`config.mk`:
```
export PLATFORM = sky130hd
export DESIGN_NAME = ksk_mgr_slot_alloc
export DESIGN_NICKNAME = d
export VERILOG_FILES = /design/src/rtl/ksk_mgr_slot_alloc_pkg.sv /design/src/rtl/ksk_mgr_slot_rr_picker.sv /design/src/rtl/ksk_mgr_slot_alloc.sv
export SDC_FILE = /design/constraint.sdc
export NUM_CORES = 1
export LEC_CHECK = 0
export ABC_AREA = 0
export CAP_MARGIN = 0
export CORE_AREA = 5 5 115 172
export DETAILED_ROUTE_END_ITERATION = 10
export DIE_AREA = 0 0 120 177
export PLACE_DENSITY = 0.76
export SYNTH_ARGS = -nofsm -noshare
export SYNTH_HDL_FRONTEND = slang
export SYNTH_SLANG_ARGS = --single-unit
```
`constraint.sdc`:
```
create_clock -name clk -period 5.4 [get_ports clk]
set_clock_uncertainty 0.05 [all_clocks]
set_input_delay 1.08 -clock clk [delete_from_list [all_inputs] [get_ports clk]]
set_output_delay 1.08 -clock clk [all_outputs]
set_load 0.02 [all_outputs]
```
`src/rtl/ksk_mgr_slot_alloc_pkg.sv`:
```
// Shared types and helpers for the KSK slot allocator.
package ksk_mgr_slot_alloc_pkg;

   typedef enum logic [1:0] {
      SLOT_FREE    = 2'd0,
      SLOT_LOADING = 2'd1,
      SLOT_READY   = 2'd2
   } slot_state_e;

   // Sticky error bit positions
   localparam int unsigned ERR_REL_ZERO   = 0;
   localparam int unsigned ERR_FILL_STATE = 1;
   localparam int unsigned ERR_REF_OVF    = 2;
   localparam int unsigned ERR_W          = 3;

   // Index width for a slot count; never below one bit
   function automatic int unsigned slot_w(input int unsigned n);
      return (n <= 1) ? 1 : $clog2(n);
   endfunction

endpackage

```
`src/rtl/ksk_mgr_slot_rr_picker.sv`:
```
// Find-first-set over a mask, starting at a rotating pointer and wrapping.
module ksk_mgr_slot_rr_picker
   import ksk_mgr_slot_alloc_pkg::*;
#(
   parameter int unsigned N = 8,
   localparam int unsigned IDX_W = slot_w(N)
) (
   input  logic [N-1:0]     i_mask,
   input  logic [IDX_W-1:0] i_ptr,
   output logic             o_vld_c,
   output logic [IDX_W-1:0] o_idx_c
);

   // Scan N positions from i_ptr, first set bit wins
   always_comb begin
      int unsigned j;
      o_vld_c = 1'b0;
      o_idx_c = '0;
      j       = 0;
      for (int unsigned k = 0; k < N; k++) begin
         j = 32'(i_ptr) + k;
         if (j >= N) j = j - N;
         if (!o_vld_c && i_mask[IDX_W'(j)]) begin
            o_vld_c = 1'b1;
            o_idx_c = IDX_W'(j);
         end
      end
   end

endmodule

```
`src/rtl/ksk_mgr_slot_alloc.sv`:
```
// Key-switch-key slot allocator/tracker: allocation, fill tracking,
// consumer lookups with reference counting, release and flush.
// Optional statistics counters when KSK_MGR_SLOT_STATS_EN is defined.
module ksk_mgr_slot_alloc
   import ksk_mgr_slot_alloc_pkg::*;
#(
   parameter int unsigned KSK_SLOT_NB = 8,
   parameter int unsigned LOOP_W      = 8,
   parameter int unsigned REF_W       = 4,
   localparam int unsigned SLOT_W     = slot_w(KSK_SLOT_NB)
) (
   input  logic              clk,
   input  logic              s_rst,
   input  logic              alloc_vld,
   output logic              alloc_rdy,
   input  logic [LOOP_W-1:0] alloc_loop,
   output logic              alloc_ack_vld,
   output logic [SLOT_W-1:0] alloc_ack_slot,
   input  logic              fill_done_vld,
   input  logic [SLOT_W-1:0] fill_done_slot,
   input  logic              lookup_vld,
   input  logic [LOOP_W-1:0] lookup_loop,
   output logic              lookup_ack_vld,
   output logic              lookup_ack_hit,
   output logic [SLOT_W-1:0] lookup_ack_slot,
   input  logic              release_vld,
   input  logic [SLOT_W-1:0] release_slot,
   input  logic              flush_vld,
   output logic [2:0]        error
`ifdef KSK_MGR_SLOT_STATS_EN
   ,
   output logic [31:0]       stat_hit_cnt,
   output logic [31:0]       stat_miss_cnt,
   output logic [31:0]       stat_evict_cnt
`endif
);

   typedef struct packed {
      slot_state_e       state;
      logic [LOOP_W-1:0] loop;
      logic [REF_W-1:0]  refc;
   } slot_info_t;

   localparam logic [REF_W-1:0] REF_MAX = {REF_W{1'b1}};

   slot_info_t          r_slot [KSK_SLOT_NB];
   slot_info_t          w_slot_nxt [KSK_SLOT_NB];
   logic [SLOT_W-1:0]   r_rr_ptr;
   logic [SLOT_W-1:0]   w_rr_ptr_nxt;
   logic                r_alloc_ack_vld;
   logic [SLOT_W-1:0]   r_alloc_ack_slot;
   logic                r_lk_vld;
   logic                r_lk_hit;
   logic [SLOT_W-1:0]   r_lk_slot;
   logic [ERR_W-1:0]    r_error;
   logic [ERR_W-1:0]    w_error_nxt;

   logic [KSK_SLOT_NB-1:0] w_lk_match;
   logic [KSK_SLOT_NB-1:0] w_free_mask;
   logic [KSK_SLOT_NB-1:0] w_recl_mask;
   logic [KSK_SLOT_NB-1:0] w_hit_sel;
   logic [KSK_SLOT_NB-1:0] w_rel_sel;
   logic [KSK_SLOT_NB-1:0] w_fill_sel;
   logic [KSK_SLOT_NB-1:0] w_alloc_sel;
   logic                   w_hit;
   logic [SLOT_W-1:0]      w_hit_idx;
   logic                   w_free_vld;
   logic [SLOT_W-1:0]      w_free_idx;
   logic                   w_recl_vld;
   logic [SLOT_W-1:0]      w_recl_idx;
   logic                   w_alloc_fire;
   logic [SLOT_W-1:0]      w_alloc_idx;
   logic                   w_evict;

   // Per-slot masks: lookup matches, free slots, reclaimable idle slots
   always_comb begin
      w_lk_match  = '0;
      w_free_mask = '0;
      w_recl_mask = '0;
      for (int unsigned i = 0; i < KSK_SLOT_NB; i++) begin
         w_lk_match[i]  = lookup_vld && (r_slot[i].state == SLOT_READY) &&
                          (r_slot[i].loop == lookup_loop);
         w_free_mask[i] = (r_slot[i].state == SLOT_FREE);
         w_recl_mask[i] = (r_slot[i].state == SLOT_READY) &&
                          (r_slot[i].refc == '0) && !w_lk_match[i];
      end
   end

   // Lookup hit: lowest matching slot (a loop is held by at most one slot)
   always_comb begin
      w_hit     = 1'b0;
      w_hit_idx = '0;
      for (int unsigned i = 0; i < KSK_SLOT_NB; i++) begin
         if (!w_hit && w_lk_match[i]) begin
            w_hit     = 1'b1;
            w_hit_idx = SLOT_W'(i);
         end
      end
   end

   ksk_mgr_slot_rr_picker #(.N(KSK_SLOT_NB)) u_free_pick (
      .i_mask  (w_free_mask),
      .i_ptr   (r_rr_ptr),
      .o_vld_c (w_free_vld),
      .o_idx_c (w_free_idx)
   );

   ksk_mgr_slot_rr_picker #(.N(KSK_SLOT_NB)) u_recl_pick (
      .i_mask  (w_recl_mask),
      .i_ptr   (r_rr_ptr),
      .o_vld_c (w_recl_vld),
      .o_idx_c (w_recl_idx)
   );

   assign alloc_rdy    = w_free_vld | w_recl_vld;
   assign w_alloc_fire = alloc_vld & alloc_rdy;
   assign w_alloc_idx  = w_free_vld ? w_free_idx : w_recl_idx;
   assign w_evict      = w_alloc_fire & ~w_free_vld;

   // Decode per-slot events from the slot-indexed request ports
   always_comb begin
      w_hit_sel   = '0;
      w_rel_sel   = '0;
      w_fill_sel  = '0;
      w_alloc_sel = '0;
      for (int unsigned i = 0; i < KSK_SLOT_NB; i++) begin
         w_hit_sel[i]   = w_hit && (w_hit_idx == SLOT_W'(i));
         w_rel_sel[i]   = release_vld && (release_slot == SLOT_W'(i));
         w_fill_sel[i]  = fill_done_vld && (fill_done_slot == SLOT_W'(i));
         w_alloc_sel[i] = w_alloc_fire && (w_alloc_idx == SLOT_W'(i));
      end
   end

   // Next slot table: ref count, then fill, then alloc/dedup, then flush
   always_comb begin
      w_error_nxt = r_error;
      for (int unsigned i = 0; i < KSK_SLOT_NB; i++) begin
         w_slot_nxt[i] = r_slot[i];
         // Simultaneous take and give on one slot cancel out
         if (w_hit_sel[i] && !w_rel_sel[i]) begin
            if (r_slot[i].refc == REF_MAX) w_error_nxt[ERR_REF_OVF] = 1'b1;
            else w_slot_nxt[i].refc = r_slot[i].refc + REF_W'(1);
         end else if (w_rel_sel[i] && !w_hit_sel[i]) begin
            if (r_slot[i].refc == '0) w_error_nxt[ERR_REL_ZERO] = 1'b1;
            else w_slot_nxt[i].refc = r_slot[i].refc - REF_W'(1);
         end
         if (w_fill_sel[i]) begin
            if (r_slot[i].state == SLOT_LOADING) w_slot_nxt[i].state = SLOT_READY;
            else w_error_nxt[ERR_FILL_STATE] = 1'b1;
         end
         if (w_alloc_sel[i]) begin
            w_slot_nxt[i].state = SLOT_LOADING;
            w_slot_nxt[i].loop  = alloc_loop;
            w_slot_nxt[i].refc  = '0;
         end else if (w_alloc_fire && (r_slot[i].state == SLOT_READY) &&
                      (r_slot[i].loop == alloc_loop)) begin
            w_slot_nxt[i].state = SLOT_FREE;
         end else if (flush_vld && (r_slot[i].state == SLOT_READY) &&
                      (r_slot[i].refc == '0) && !w_hit_sel[i]) begin
            // A slot handed to a consumer this cycle is already in use
            w_slot_nxt[i].state = SLOT_FREE;
         end
      end
   end

   // Round-robin pointer advances past the granted slot
   always_comb begin
      w_rr_ptr_nxt = r_rr_ptr;
      if (w_alloc_fire) begin
         if (32'(w_alloc_idx) == KSK_SLOT_NB - 1) w_rr_ptr_nxt = '0;
         else w_rr_ptr_nxt = w_alloc_idx + SLOT_W'(1);
      end
   end

   // Slot table, pointer, acknowledges and sticky errors
   always_ff @(posedge clk) begin
      if (s_rst) begin
         for (int unsigned i = 0; i < KSK_SLOT_NB; i++) begin
            r_slot[i].state <= SLOT_FREE;
            r_slot[i].loop  <= '0;
            r_slot[i].refc  <= '0;
         end
         r_rr_ptr         <= '0;
         r_alloc_ack_vld  <= 1'b0;
         r_alloc_ack_slot <= '0;
         r_lk_vld         <= 1'b0;
         r_lk_hit         <= 1'b0;
         r_lk_slot        <= '0;
         r_error          <= '0;
      end else begin
         for (int unsigned i = 0; i < KSK_SLOT_NB; i++) begin
            r_slot[i] <= w_slot_nxt[i];
         end
         r_rr_ptr         <= w_rr_ptr_nxt;
         r_alloc_ack_vld  <= w_alloc_fire;
         r_alloc_ack_slot <= w_alloc_fire ? w_alloc_idx : r_alloc_ack_slot;
         r_lk_vld         <= lookup_vld;
         r_lk_hit         <= w_hit;
         r_lk_slot        <= w_hit_idx;
         r_error          <= w_error_nxt;
      end
   end

   assign alloc_ack_vld   = r_alloc_ack_vld;
   assign alloc_ack_slot  = r_alloc_ack_slot;
   assign lookup_ack_vld  = r_lk_vld;
   assign lookup_ack_hit  = r_lk_hit;
   assign lookup_ack_slot = r_lk_slot;
   assign error           = r_error;

`ifdef KSK_MGR_SLOT_STATS_EN
   logic [31:0] r_stat_hit;
   logic [31:0] r_stat_miss;
   logic [31:0] r_stat_evict;

   // Saturating hit/miss/eviction counters
   always_ff @(posedge clk) begin
      if (s_rst) begin
         r_stat_hit   <= '0;
         r_stat_miss  <= '0;
         r_stat_evict <= '0;
      end else begin
         if (lookup_vld && w_hit && (r_stat_hit != '1))
            r_stat_hit <= r_stat_hit + 32'd1;
         if (lookup_vld && !w_hit && (r_stat_miss != '1))
            r_stat_miss <= r_stat_miss + 32'd1;
         if (w_evict && (r_stat_evict != '1))
            r_stat_evict <= r_stat_evict + 32'd1;
      end
   end

   assign stat_hit_cnt   = r_stat_hit;
   assign stat_miss_cnt  = r_stat_miss;
   assign stat_evict_cnt = r_stat_evict;
`else
   logic w_evict_unused;
   assign w_evict_unused = w_evict;
`endif

endmodule

```
======== Word level (Yosys, flattened, before mapping) ========
Memory sizes are Yosys's and may differ from the RTL's.
Index checks and enable logic that the tools add are counted.
storage, ports and cells
  RAM bits ................................ 112
  bits of input ports ..................... 29
  flip-flop bits (word level) ............. 15
  output and inout port bits .............. 13
  word-level logic and storage cells ...... 576
  memories kept ........................... 1
memories
  memory  depth  bits a word  rd ports  clocked after memory_dff  wr ports  line                      RTL
  r_slot  8      14           8         0                         8         ksk_mgr_slot_alloc.sv:46  slot_info_t r_slot [KSK_SLOT_NB];
operators by class
  add/subtract/negate cells ............... 32
  equality and inequality tests ........... 68
  muxes and demuxes ....................... 236
  order comparisons ....................... 16
  bitwise logic cells ..................... 10
  reductions and logical operators ........ 206
operators by type and width
  cell                                                                          number
  1-bit logical AND                                                             141
  8-bit equality test                                                           16
  4-bit two-way mux                                                             32
  14-bit two-way mux                                                            8
  1-bit two-way mux                                                             100
  12-bit two-way mux                                                            8
  3-bit two-way mux                                                             32
  2-bit two-way mux                                                             40
  1-bit binary-select mux with 3-bit select                                     16
  3-bit equality test, second input constant                                    16
  1-bit zero test                                                               45
  4-bit by 1-bit adder with 4-bit output, second input constant                 8
  4-bit equality test, second input constant                                    8
  4-bit zero test                                                               8
  3-bit by 4-bit less-than comparator with 1-bit output, second input constant  8
  4-bit by 1-bit subtractor with 4-bit output, second input constant            8
  4-bit >= comparator, second input constant                                    7
  3-bit by 2-bit equality test with 1-bit output, second input constant         8
  3-bit by 1-bit subtractor with 3-bit output, second input constant            8
  3-bit by 3-bit adder with 4-bit output, second input constant                 4
  2-bit by 1-bit equality test with 1-bit output, second input constant         8
  2-bit equality test, second input constant                                    8
  2-bit zero test                                                               8
  3-bit by 1-bit equality test with 1-bit output, second input constant         4
  other kinds (7)                                                               19

======== Depth between registers and ports, before layout ========
Gate-level depths: netlist of run 1.
An unclocked memory read counts as a cell.
  depth in word-level cells ............... 53
  gate-level depth with buffers ........... 19
  depth with buffers taken out ............ 18

======== By module ========
From an unflattened synthesis of run 1, not the netlist that was laid out.
unflattened totals
  cell total of the unflattened synthesis .. 1079
  area total of the unflattened synthesis .. 9825.7 sq um
by module, submodules not included
  module                  sequential area each (sq um)  cells each  instances  area an instance (sq um)
  ksk_mgr_slot_alloc      3123.0                        879         1          8191.6
  ksk_mgr_slot_rr_picker  0.0                           100         2          817.0

======== Worst setup path after synthesis of run 1 ========
OpenSTA, ideal clock, no wires.
  path kind ............................... in2reg
  start point ............................. input lookup_loop[3]
  end point ............................... memory r_slot[0][54] in the netlist's numbering (enable)
  arrival ................................. 5117 ps
  slack ................................... -36 ps
  stages .................................. 17
  path buffers ............................ 1
  required time ........................... 5081 ps
  setup time .............................. 269 ps
  cell sequence ........................... buf_6 > xor2_1 > or3b_1 > or3_4 > and3_4 > o32ai_4 > nand2_2 > or4_1 > o21bai_1 > nand3_1 > o211ai_1 > inv_1 > ha_1 > ha_1 > a21oi_1 > inv_1 > or4_1
RTL lines
  what                line                      RTL
  start: declaration  ksk_mgr_slot_alloc.sv:22  input logic [LOOP_W-1:0] lookup_loop,
  end: declaration    ksk_mgr_slot_alloc.sv:46

======== Worst setup path in the final report of run 1 ========
  start point ............................. input lookup_loop[0]
  end point ............................... output alloc_rdy
on the way
  longest elaborated chain between the ends .. 29
  elaborated cells on any way between the ends .. 71
  those cells by class .................... 8 x eq/ne; 24 x mux; 1 x bitwise; 38 x reduce/logical
RTL lines
  what                                       line                          RTL
  8-bit equality test                        ksk_mgr_slot_alloc.sv:82      (r_slot[i].loop == lookup_loop);
  1-bit logical AND                          ksk_mgr_slot_alloc.sv:81      w_lk_match[i] = lookup_vld && (r_slot[i].state == SLOT_READY) &&
  1-bit zero test                            ksk_mgr_slot_alloc.sv:85      (r_slot[i].refc == '0) && !w_lk_match[i];
  1-bit logical AND                          ksk_mgr_slot_alloc.sv:85
  1-bit binary-select mux with 3-bit select  ksk_mgr_slot_rr_picker.sv:23  if (!o_vld_c && i_mask[IDX_W'(j)]) begin
  1-bit two-way mux (implied by the code)    ksk_mgr_slot_rr_picker.sv:23
  1-bit two-way mux                          ksk_mgr_slot_rr_picker.sv:23
  1-bit zero test                            ksk_mgr_slot_rr_picker.sv:23
  (+13 left out)                             -
  1-bit two-way mux                          ksk_mgr_slot_rr_picker.sv:23
  1-bit zero test                            ksk_mgr_slot_rr_picker.sv:23
  1-bit logical AND                          ksk_mgr_slot_rr_picker.sv:23
  1-bit two-way mux                          ksk_mgr_slot_rr_picker.sv:23
  1-bit zero test                            ksk_mgr_slot_rr_picker.sv:23
  1-bit logical AND                          ksk_mgr_slot_rr_picker.sv:23
  1-bit two-way mux *                        ksk_mgr_slot_rr_picker.sv:23
  1-bit bitwise OR *                         ksk_mgr_slot_alloc.sv:115     assign alloc_rdy = w_free_vld | w_recl_vld;
  end: declaration                           ksk_mgr_slot_alloc.sv:15      output logic alloc_rdy,
Mark *: on every way between the ends. The rest lies on a longest branch, timed or not. The select of a mux whose other input is x is not followed.

==> results of run 1 <==
[worst max-delay path by stage]
stage | slack (ps) | endpoint | depth (start not counted) | from
after floorplan | 9 | r_slot[0][54] | 17 | lookup_loop[3]
after global placement | -580 | r_slot[0][55] | 19 | lookup_loop[3]
after detailed placement | -620 | r_slot[0][54] | 19 | lookup_loop[3]
after CTS | 10 | r_slot[0][55] | 17 | lookup_loop[7]
after global routing | -40 | r_slot[0][54] | 18 | lookup_loop[0]
final | 70 | alloc_rdy | 13 | lookup_loop[0]
[final cells by class]
type	instances	share of cell area, %
multi-input combinational	870	53.2
sequential	127	25.5
timing repair buffer	179	12.3
clock buffer	21	4.11
tap	220	2.24
inverter	49	1.52
clock inverter	11	1.11
[through the flow]
| step | TNS [ps] | util [%] |
|---|---|---|
| after global routing | -120 | 67.3 |
| after floorplan | 0 | - |
| after detailed placement | -57450 | 61.9 |
| after CTS | 0 | 65.8 |
| final | 0 | 67.3 |
| after global placement | -49540 | 61.9 |
[layer usage]
| metal | vias to the layer above | share of wire (%) | routed length [um] |
|---|---|---|---|
| met3 | 156 | 5.8 | 1860 |
| met2 | 428 | 50 | 15900 |
| met4 | 4 | 7.8 | 2500 |
| met5 | - | 0.072 | 23 |
| li1 | 4290 | - | - |
| met1 | 4423 | 36 | 11600 |
[worst max-delay path: cells and delay by family]
family / cells / cell delay [ps]
compound gates: 2 / 450
xor+xnor: 1 / 120
simple gates: 3 / 940
mux: 2 / 400
buf+inv: 5 / 1200
[repair_timing]
item	in CTS	in global routing
endpoints found under the setup margin	32	80
gates resized for setup	19	36
pin swaps	4	14
buffers inserted	3	13
[power groups by stage]
stage | combinational, mW | sequential (mW) | clock, mW
floorplan | 2.26 | 1.64 | 0
global placement | 3.43 | 1.72 | 0
detailed placement | 3.46 | 1.73 | 0
CTS | 3.52 | 1.72 | 1.25
global route | 3.92 | 1.75 | 1.30
finish | 3.67 | 1.73 | 1.24
[cell families after synthesis]
| kind of cell | after synthesis |
|---|---|
| AO/OA/AOI/OAI | 199 |
| buffers and inverters | 117 |
| XOR/XNOR | 156 |
| multiplexers | 48 |
| adder cells (fa/ha/maj) | 48 |
| AND/OR/NAND/NOR | 419 |
| flip-flops | 127 |
[cell usage after synthesis (all sizes together) (4+ instances only)]
| cell type | number | area share (%) |
|---|---|---|
| o211ai | 7 | 0.53 |
| nor3b | 12 | 0.90 |
| o311ai | 6 | 0.53 |
| a22oi | 6 | 0.50 |
| a221oi | 5 | 0.44 |
| o22ai | 5 | 0.31 |
| nand2b | 8 | 0.50 |
| nand4 | 26 | 1.6 |
| and3 | 14 | 0.93 |
| mux2i | 32 | 3.2 |
| nor2 | 80 | 3.0 |
| or4 | 9 | 0.68 |
| a31o | 8 | 0.70 |
| and2 | 40 | 2.5 |
| a2111oi | 4 | 0.35 |
| inv | 48 | 1.8 |
| or3 | 9 | 0.67 |
| fa | 8 | 1.6 |
| o21ai | 25 | 1.3 |
| nand3 | 47 | 2.6 |
| mux4 | 10 | 2.3 |
| ha | 40 | 5.0 |
| nor4 | 15 | 1.2 |
| mux2 | 6 | 0.68 |
| and4 | 4 | 0.35 |
| dfxtp | 69 | 14 |
| xnor2 | 105 | 9.2 |
| a21oi | 42 | 2.1 |
| a21o | 13 | 0.98 |
| nand2 | 85 | 3.3 |
| a211oi | 8 | 0.60 |
| nor2b | 16 | 1.0 |
| buf | 23 | 1.4 |
| o31ai | 16 | 1.5 |
| edfxtp | 58 | 17 |
| clkbuf | 45 | 1.7 |
| nor3 | 43 | 2.3 |
| o31a | 4 | 0.35 |
| a31oi | 10 | 0.63 |
| xor2 | 51 | 4.5 |
[registers in the layout, indices dropped and copies added (netlist names)]
signal,count
alloc_ack_slot,3
alloc_ack_vld,1
error,3
lookup_ack_hit,1
lookup_ack_slot,3
lookup_ack_vld,1
r_rr_ptr,3
r_slot,112
==> results_dict.tcl, run 1 <==
set metrics [dict create \
    synth_area_sq_um 9960 \
    p_sw_mw 2.83 \
    pwr-share-comb_pct 55.2 \
    nFillCells 1420 \
    place_congestion 1.02 \
    critPathMostFrequentCell "buf_4" \
    power_density_nw_per_um2 542 \
    ctsRootBufferMaster "clkbuf_16" \
    ctsHoldBuffers 0 \
    post-dp-hpwl_um 23900 \
    ys_async_sr_fraction_pct 0 \
    status "completed" \
    ios 42 \
    grt_pass1_vias 9147 \
    syn_inst 1114 \
    crit_path_start_kind "primary input" \
    r2r_start "r_slot[0][15]" \
    ys_types 88 \
    multi_input_area_sq_um 6530 \
    core_area_sq_um 18200 \
    hold_start "alloc_ack_slot[1]" \
    io_buffer_count 41 \
    synth_ff_type "dfxtp_1" \
    cts_max_level 4 \
    wl_per_cell_um 21.6 \
    syn_nets 1191 \
    die_area_sq_um 21200 \
    synth_edf_count 58 \
    dr_total_vias 9301 \
    pwr-share-seq_pct 26.1 \
    cellLeakagePower_nw 4.83 \
    syn-mean-instance-area_sq_um 8.94 \
    layout_common_cells "130 x buf_4, 104 x xnor2_1, 83 x nand2_1" \
    die_y_um 177 \
    antenna_found_initial 2 \
    ant_nets 0 \
    stdcell_area_sq_um 12300 \
    grt_pass1_wl_um 49300 \
    clkTransAtPathRegs_ps 60 \
    fmax_ghz 0.188 \
    slew_violations 0 \
    netSwitchingFraction_pct 42.7 \
    wl_um 31900 \
    cap_violations 0 \
    tightestPinTransition_ps 856 \
    place_worst_setup_slack_ps -624 \
    slew_headroom_pct 42.8 \
    worstPathRequired_ps 4270 \
    finalSetupViolCount 0 \
    cp_cell_sequence "clkdlybuf4s50_1 -> buf_6 -> xnor2_1 -> nand4_1 -> buf_4 -> o31ai_4 -> o22ai_2 -> mux2i_1 -> mux2i_2 -> buf_4 -> or3_4 -> or3_4 -> buf_4" \
    finalPower_mw 6.65 \
    synth-simple-area-share_pct 22.5 \
    whs_path_depth 2 \
    use_met3_pct 4.83 \
    cp-end-kind "primary output" \
    grtUsageTotal_pct 30.0 \
    viasPerCell 6.30 \
    synthToLayoutAreaGrowth_pct 23.2 \
    placed_area_sq_um 11300 \
    min_path_type "register to register" \
    dp_cells 1429 \
    num_rows 61 \
    dr.first_iter.drc_count 895 \
    rr_worst_depth 20 \
    met1_usage_pct 32.7 \
    cts-buffers-inserted 17 \
    grt-busiest-layer "met2" \
    synth_fa_ha_area_share_pct 6.63 \
    clkPwrFrac_pct 18.7 \
    first_pass_iters 6 \
    cts_buffer_depth 2 \
    cpMaxStageDelayCell "clkdlybuf4s50_1" \
    layout-drive-gt1-share_pct 19.5 \
    synth_top_family_by_area "simple AND/OR/NAND/NOR gates" \
    fin_cells 1477 \
    synth_seq_area_share_pct 31.4 \
    synth_compound_area_share_pct 14.6 \
    die_x_um 120 \
    clock_latency_ps 430 \
    register_area_sq_um 3120 \
    initial_core_util_pct 54.6 \
    critPathArrivalTime_ps 4200 \
    cts_tree "done" \
    antenna_cells 0 \
    period_needed_ps 5330 \
    crit_path_max_fanout 7 \
    synth_xor_area_share_pct 13.7 \
    clock-sinks 127 \
    rrSetupSlack_ps 280 \
    grt_max_degree 35 \
    intPower_mw 3.81 \
    r2r_end "r_slot[0][41]" \
    whs_ps 426 \
    gr-total-overflow 0 \
    layout_commonest_cell "buf_4" \
    fin_ws_ps 68.9 \
    synth_mux_area_share_pct 6.16 \
    nets 1321 \
    grtUsageMet2_pct 52.6 \
    path_class "primary input to primary output" \
    finalHoldViolations 0 \
    vdd_ir_drop_max_uv 313 \
    yosysWarnings 0 \
    synth-seq-cells 127 \
    whs_endpoint "alloc_ack_slot[1]" \
    finalCritPeriodShare_pct 98.7 \
    drc 0 \
    max_stage_delay_ps 500 \
]
Note: power is estimated with default switching activity, not from simulation.
==> run 2: changes to the inputs <==
ABC_CLOCK_PERIOD_IN_PS = 5400   (was default)
CORE_AREA = 5 5 115 171   (was 5 5 115 172)
DIE_AREA = 0 0 120 176   (was 0 0 120 177)
SYNTH_HIERARCHICAL = 1   (was default)
==> results_dict.tcl, run 2 <==
set metrics [dict create \
    first_pass_iters 6 \
    synth_top_cell_by_area "edfxtp_1" \
    vdd_ir_drop_max_uv 255 \
    finalCritPeriodShare_pct 101 \
    synthTopCellsByCount "113 x xnor2_1, 91 x nor2_1, 86 x nand2_1, 69 x dfxtp_1, 61 x a21oi_1" \
    grt_pass1_wl_um 47800 \
    syn_nets 1158 \
    layout_commonest_cell "buf_4" \
    antenna_found_initial 0 \
    gr-total-overflow 0 \
    initial_core_util_pct 54.8 \
    critPathArrivalTime_ps 4310 \
    viasPerCell 6.39 \
    synth.most_common_cell "xnor2_1" \
    min_path_type "register to register" \
    fmax_ghz 0.184 \
    clock-sinks 127 \
    dr_total_vias 9203 \
    cap_violations 0 \
    layout-drive-gt1-share_pct 23.8 \
    register_area_sq_um 3120 \
    worstPathRequired_ps 4270 \
    yosysWarnings 6 \
    grt_max_degree 35 \
    multi_input_area_sq_um 6570 \
    io_buffer_count 41 \
    nets 1290 \
    cts_tree "done" \
    crit_path_max_fanout 4 \
    synth_ff_type "dfxtp_1" \
    whs_path_depth 2 \
    clock_latency_ps 420 \
    syn-mean-instance-area_sq_um 9.11 \
    cts_buffer_depth 2 \
    fin_ws_ps -35.2 \
    synth_fa_ha_area_share_pct 6.98 \
    cp-end-kind "primary output" \
    dr.first_iter.drc_count 834 \
    die_x_um 120 \
    ant_nets 0 \
    post-dp-hpwl_um 22700 \
    clkTransAtPathRegs_ps 60 \
    synth-seq-cells 127 \
    power_density_nw_per_um2 561 \
    wl_um 31600 \
    cts_max_level 4 \
    place_congestion 0.988 \
    finalCoreUtilization_pct 67.9 \
    drc 0 \
    synth_top_area_share_pct 17.7 \
    violations "setup timing" \
    die_y_um 176 \
    status "finished with violations" \
    ios 42 \
    finalSetupViolCount 3 \
    synth_compound_area_share_pct 9.27 \
    grt_pass1_vias 9185 \
    rr_worst_depth 18 \
    ys_async_sr_fraction_pct 0 \
    layout_common_cells "112 x buf_4, 90 x xnor2_1, 89 x nor2_1" \
    core_area_sq_um 17900 \
    num_rows 60 \
    synth_edf_count 58 \
    synth-simple-area-share_pct 24.0 \
    die_area_sq_um 21100 \
    setup_tns_ps -64.6 \
    grtUsageTotal_pct 29.0 \
    synth_seq_area_share_pct 31.8 \
    syn_inst 1079 \
    antenna_cells 0 \
    period_needed_ps 5440 \
    synth_area_sq_um 9830 \
    finalHoldViolations 0 \
    cellLeakagePower_nw 4.91 \
    slew_headroom_pct 36.7 \
    synthToLayoutAreaGrowth_pct 24.0 \
    ctsHoldBuffers 0 \
    slew_violations 0 \
    whs_ps 450 \
    cts-buffers-inserted 17 \
    path_class "primary input to primary output" \
    max_flop_register "r_slot" \
    tightestPinTransition_ps 947 \
    synth_mux_area_share_pct 7.88 \
    synth_top_family_by_area "simple AND/OR/NAND/NOR gates" \
    largest_reg_flops 112 \
    nFillCells 1266 \
    synth_xor_area_share_pct 14.6 \
    wl_per_cell_um 21.9 \
    ctsRootBufferMaster "clkbuf_16" \
    ys_top_cells_by_area "edfxtp_1 18%, dfxtp_1 14%, xnor2_1 10%, ha_1 5.3%, xor2_1 4.5%" \
    crit_path_start_kind "primary input" \
    ys_types 77 \
]
[run 2: cell types whose count changed in the layout (fill, tap and decap cells not counted), moves of 11 or more]
cell | before | now
and2_1 | 40 | 9
and3_1 | 12 | 37
xnor2_2 | 1 | 22
nor3_1 | 40 | 20
a21oi_1 | 41 | 59
buf_4 | 130 | 112
xnor2_1 | 104 | 90
nand3_1 | 42 | 55
nor4_1 | 11 | 23
o21ai_0 | 21 | 10
[run 2: where the power goes]
group	internal (mW)	leakage, nW	switching, mW
Combinational	1.74	3.46	2.16
Sequential	1.40	1.16	0.343
Clock	0.698	0.290	0.487
[run 2: per-layer routing]
| metal | share of wire [%] | wire length, um | GRT usage (%) |
|---|---|---|---|
| met5 | 0 | 0 | 0 |
| met4 | 9.0 | 2840 | 23.4 |
| met3 | 7.2 | 2290 | 5.00 |
| met2 | 50 | 15800 | 51.2 |
| met1 | 34 | 10700 | 29.8 |
[run 2: worst paths after layout]
path                                   startpoint                 to  slack (ps)
worst min-delay path            alloc_ack_slot[2]  alloc_ack_slot[2]         450
worst max register to register      r_slot[1][16]      r_slot[0][12]           0
worst min register to register  alloc_ack_slot[2]  alloc_ack_slot[2]         450
worst max-delay path               lookup_loop[4]          alloc_rdy         -40
[run 2: per-stage QoR]
stage,setup WS (ps),power (mW),area [sq um],cells
floorplan,-21.7,3.91,9830,1079
global placement,-656,5.07,11100,1395
detailed placement,-733,5.16,11100,1395
CTS,19.2,6.55,11900,1433
global route,-124,7.18,12200,1441
finish,-35.2,6.83,12200,1441
[run 2: final cells by class]
type / instances / share of cell area [%]
clock buffer: 17 / 3.49
inverter: 46 / 1.49
multi-input combinational: 850 / 53.9
timing repair inverter: 1 / 0.0616
sequential: 127 / 25.6
clock inverter: 15 / 1.45
timing repair buffer: 168 / 11.7
tap: 217 / 2.23
[run 2: repair_timing]
| item | 4_1_cts | 5_1_grt |
|---|---|---|
| setup endpoints to repair | 165 | 110 |
| gates cloned | 1 | 0 |
| buffers inserted | 6 | 9 |
| pin swaps | 18 | 34 |
| gates resized for setup | 69 | 54 |
[run 2: worst max-delay path, stage by stage]
cell and delay, ps:
clkdlybuf4s15_2 240, buf_4 190, xnor2_1 200, nand4_1 220, nor3_2 220, nor2b_2 100
mux4_2 510, mux2i_2 200, nand2_1 130, or4b_4 570, nor2_4 150, nand3_2 80
or2_4 260, buf_6 130
[run 2: cells by family (layout without fill, tap and decap cells)]
group | Yosys count | after routing
buffers and inverters | 102 | 247
adder cells (fa/ha/maj) | 50 | 50
AND/OR/NAND/NOR | 436 | 436
flip-flops | 127 | 127
multiplexers | 58 | 58
XOR/XNOR | 164 | 164
AO/OA/AOI/OAI | 142 | 142
